<file path="config.mk">
export PLATFORM = sky130hd
export DESIGN_NAME = fetch_sequencer
export DESIGN_NICKNAME = d
export VERILOG_FILES = /design/src/rtl/fetch_sequencer.sv
export SDC_FILE = /design/constraint.sdc
export NUM_CORES = 1
export LEC_CHECK = 0
export CAP_MARGIN = 10
export CELL_PAD_IN_SITES_DETAIL_PLACEMENT = 1
export CELL_PAD_IN_SITES_GLOBAL_PLACEMENT = 1
export CORE_MARGIN = 2
export CORE_UTILIZATION = 35
export CTS_BUF_LIST = sky130_fd_sc_hd__clkbuf_8
export CTS_CLUSTER_DIAMETER = 120
export DETAILED_ROUTE_END_ITERATION = 8
export PLACE_DENSITY = 0.93
export SLEW_MARGIN = 20
export SYNTH_ARGS = -nofsm -noshare
export SYNTH_HDL_FRONTEND = slang
export SYNTH_SLANG_ARGS = --single-unit
</file>
<file path="constraint.sdc">
create_clock -name Clock -period 4.4 [get_ports Clock]
set_input_delay 0.88 -clock Clock [delete_from_list [all_inputs] [get_ports Clock]]
set_output_delay 0.88 -clock Clock [all_outputs]
set_load 0.01 [all_outputs]
</file>
<file path="src/rtl/fetch_sequencer.sv">
// fetch_sequencer: fetches 16-bit instructions as two PC-addressed bytes and hands them to execute
module fetch_sequencer #(
    parameter logic [1:0] PC_OUTD_SEL = 2'b00,
    parameter logic [2:0] ARF_INC     = 3'b001,
    parameter logic [2:0] ARF_PC_EN   = 3'b100,
    parameter int         CNT_W       = 16
) (
    input  logic             Clock,
    input  logic             Reset,
    input  logic             Start,
    input  logic             Stall,
    input  logic             ExecDone,
    input  logic             Halt,
    output logic [1:0]       ARF_OutDSel,
    output logic [2:0]       ARF_FunSel,
    output logic [2:0]       ARF_RegSel,
    output logic             Mem_CS,
    output logic             Mem_WR,
    output logic             IR_Write,
    output logic             IR_LH,
    output logic             InstrValid,
    output logic             Busy,
    output logic [1:0]       State,
    output logic [CNT_W-1:0] InstrCount
);
    typedef enum logic [1:0] {IDLE = 2'b00, FETCH_L = 2'b01, FETCH_H = 2'b10, WAIT_EXEC = 2'b11} state_t;
    state_t st;
    logic fetching;
    // Sequence IDLE -> low byte -> high byte -> wait for execute, counting completed fetches
    always_ff @(posedge Clock) begin
        if (!Reset) begin
            st <= IDLE;
            InstrCount <= '0;
        end else begin
            case (st)
                IDLE:      if (Start) st <= FETCH_L;
                FETCH_L:   if (!Stall) st <= FETCH_H;
                FETCH_H:   if (!Stall) begin
                    st <= WAIT_EXEC;
                    InstrCount <= InstrCount + CNT_W'(1);
                end
                WAIT_EXEC: if (ExecDone) st <= Halt ? IDLE : FETCH_L;
                default:   st <= IDLE;
            endcase
        end
    end
    // Decode datapath controls from state and Stall; a low Reset forces idle values so no write lands on the reset edge
    always_comb begin
        fetching    = Reset && (st == FETCH_L || st == FETCH_H) && !Stall;
        Mem_CS      = !fetching;
        Mem_WR      = 1'b0;
        IR_Write    = fetching;
        IR_LH       = Reset && st == FETCH_H;
        ARF_RegSel  = fetching ? ARF_PC_EN : 3'b000;
        ARF_FunSel  = ARF_INC;
        ARF_OutDSel = PC_OUTD_SEL;
        InstrValid  = Reset && st == WAIT_EXEC;
        Busy        = Reset && st != IDLE;
        State       = st;
    end
endmodule

</file>
==> qor.csv <==
stage,metric,value,unit
cts,total clock buffers created by CTS,3,
synth,top post-synthesis cells by area,"dfxtp_1 35%, ha_1 7.3%, xnor2_1 6.8%, buf_4 6.6%, nor2_1 6.6%",
grt,vias in the first global route,871,
placement,# port buffers,29,
setup_path,crit path kind,primary input to output port,
layout,"commonest non-fill, non-tap cell in the layout",clkdlybuf4s50_1,
floorplan,die area,0.00339,mm^2
layout,n_diodes,0,
routing,DR WL/cell,13.7,um
flow_run,total of max-cap violations,0,
grt,initial antenna violation count,0,
synth,Post-Syn Area,0.00103,mm^2
synth,post-synthesis cell count,119,
setup_path,Worst EP required,3.52,ns
layout,Layout Nets,160,
floorplan,Die Wd,58.2,um
floorplan,core area,0.00278,mm^2
synth,Yosys cell types,31,
layout,final core occ,48.9,%
power,worst IR drop on VDD,0.000219,V
worst_hold_path,HP Class,flip-flop to flip-flop,
placement,Placed Area,0.00131,mm^2
setup_path,Worst EP arrival,2.61,ns
power,total power,499,uW
floorplan,io pins,38,
grt,met2 Usage GRT,28.2,%
outcome,outcome,finished clean,
timing,RSZ-0062 raised after global routing,no,
timing,Final Hold Fails,0,
cts,setup bufs post-CTS,0,
floorplan,row cnt,19,
setup_path,CP dominant cell by count,clkdlybuf4s50_1,
placement,gpl congestion,0.796,
layout,"commonest non-fill, non-tap cells in the layout","29 x clkdlybuf4s50_1, 18 x dfxtp_1, 18 x nor2_1, 10 x inv_1",
cts,H-tree Lvls,1,
placement,Placed Instances,174,
routing,Routed Antenna Nets,0,
grt,total gr overflow,0,
power,PwrDens,367,mW/mm^2
routing,first drt pass iteration count,4,
layout,"non-filler cells, final",178,
grt,met3 usage,1.34,%
setup_path,delay of the slowest critical-path stage,0.67,ns
cts,clock transition at the registers of the reported paths,0.07,ns
timing,clock skew,0.00148,ns
grt,first-pass GRT wire length,4.12,mm
synth,post-synthesis sequential area ratio,35.0,%
cts,CTS root buf,clkbuf_8,
synth,syn avg cell area,8.64,um^2
setup_path,slowest CP cell,clkdlybuf4s50_1,
routing,DR iter-0 viols,13,
layout,"Design Area, Final",0.00136,mm^2
timing,endpoints failing setup,0,
timing,period utilization,79.3,%
synth,synth warn,0,
setup_path,crit-path max FO,16,
grt,largest net degree at the start of global routing,17,
grt,GRT Util Overall,15.6,%
setup_path,crit-path cells,clkdlybuf4s50_1 -> inv_1 -> nor2_1 -> clkdlybuf4s50_1,
synth,share of the synthesized area in the top cell type,35.0,%
routing,Residual DRC,0,
timing,Setup TNS,0,ns
floorplan,Die Span Y,58.2,um
power,leakage,0.523,nW
setup_path,Worst Setup End Kind,output port,
setup_path,CP startpoint kind,primary input,
floorplan,Initial Utilization,37.0,%
cts,PostCTS Resize Cnt,0,
grt,GR met1 Demand/Resource,19.0,%
cts,CTS tree,yes,
timing,Fmax,287,MHz
synth,#FFs+latches synth,18,
synth,"area leader, netlist",dfxtp_1,
grt,busiest layer in global routing,met2,
cts,Clock Latency Late Sink,0.25,ns
cts,hold buffers post-CTS,0,
layout,share of cells above drive strength 1,8.16,%
routing,WL final,2.44,mm
layout,area grow syn2layout,32.2,%
routing,routed via count,874,
cts,Max clock buf depth,2,
placement,Post-DP HPWL,1.88,mm
timing,Final Slew Violations,0,
routing,number of vias per cell,4.91,
timing,minimum clock period,3.49,ns
cts,CTS sink cnt,18,
[cells in the mapped netlist, drive strengths merged]
library cell	n
o221a	1
nand4	5
o21ai	1
nand3b	1
or2	1
xnor2	8
o221ai	1
dfxtp	18
clkbuf	2
xor2	3
buf	9
nand3	4
inv	10
ha	6
nand2	5
a31o	1
nor4	2
nand2b	3
o211ai	1
nor3	4
a21oi	2
and2	2
nand4b	1
nor2	19
and3	1
conb	2
mux2i	5
nor2b	1
[metal layers]
layer	part of all wire (%)	wire length, um
met1	44	1080
met3	3.1	75
met5	0	0
met2	51	1240
met4	1.6	40
[path summary, 6_finish.rpt]
check	startpoint	endpoint	slack (ns)	cells after the start
setup reg to reg	State[0]	State[0]	2.77	6
setup / recovery	Reset	InstrValid	0.91	4
hold / removal	InstrCount[15]	InstrCount[15]	0.48	2
hold reg to reg	InstrCount[15]	InstrCount[15]	0.48	2
[worst max-delay path, delay by kind of cell]
family | cells | cell delay [ns]
buffers and inverters | 3 | 1.55
AND/OR/NAND/NOR | 1 | 0.17
[per-stage QoR]
| stage | setup slack [ns] | hold WS (ns) |
|---|---|---|
| final | 0.912 | 0.484 |
| after detailed placement | 0.888 | 0.473 |
| after global placement | 0.964 | 0.458 |
| after CTS | 0.885 | 0.486 |
| after global routing | 0.787 | 0.523 |
| after floorplan | 1.77 | 0.490 |
[registers in the layout (all words and copies together), names as in the netlist]
| register | flops |
|---|---|
| InstrCount | 16 |
| State | 2 |
[final cells by class]
class	instances	area, um^2
fill	332	1420
multi-input combinational	86	578
sequential	18	360
timing repair buffer	29	290
clock buffer	4	55.1
tap	31	38.8
inverter	10	37.5
[power by group]
| part | internal (mW) | switching (mW) |
|---|---|---|
| Clock | 0.0796 | 0.0597 |
| Sequential | 0.174 | 0.0156 |
| Combinational | 0.0859 | 0.0842 |
| Total | 0.339 | 0.160 |
[kinds of logic after synthesis]
group | after synthesis | share of synthesized area (%)
XOR/XNOR | 11 | 9.37
adder cells (fa/ha/maj) | 6 | 7.30
multiplexers | 5 | 4.87
other | 2 | 0.730
flip-flops | 18 | 35.0
AND/OR/NAND/NOR | 49 | 26.8
AO/OA/AOI/OAI | 7 | 4.99
buffers and inverters | 21 | 10.9
Power figures use the tool's default switching activity.
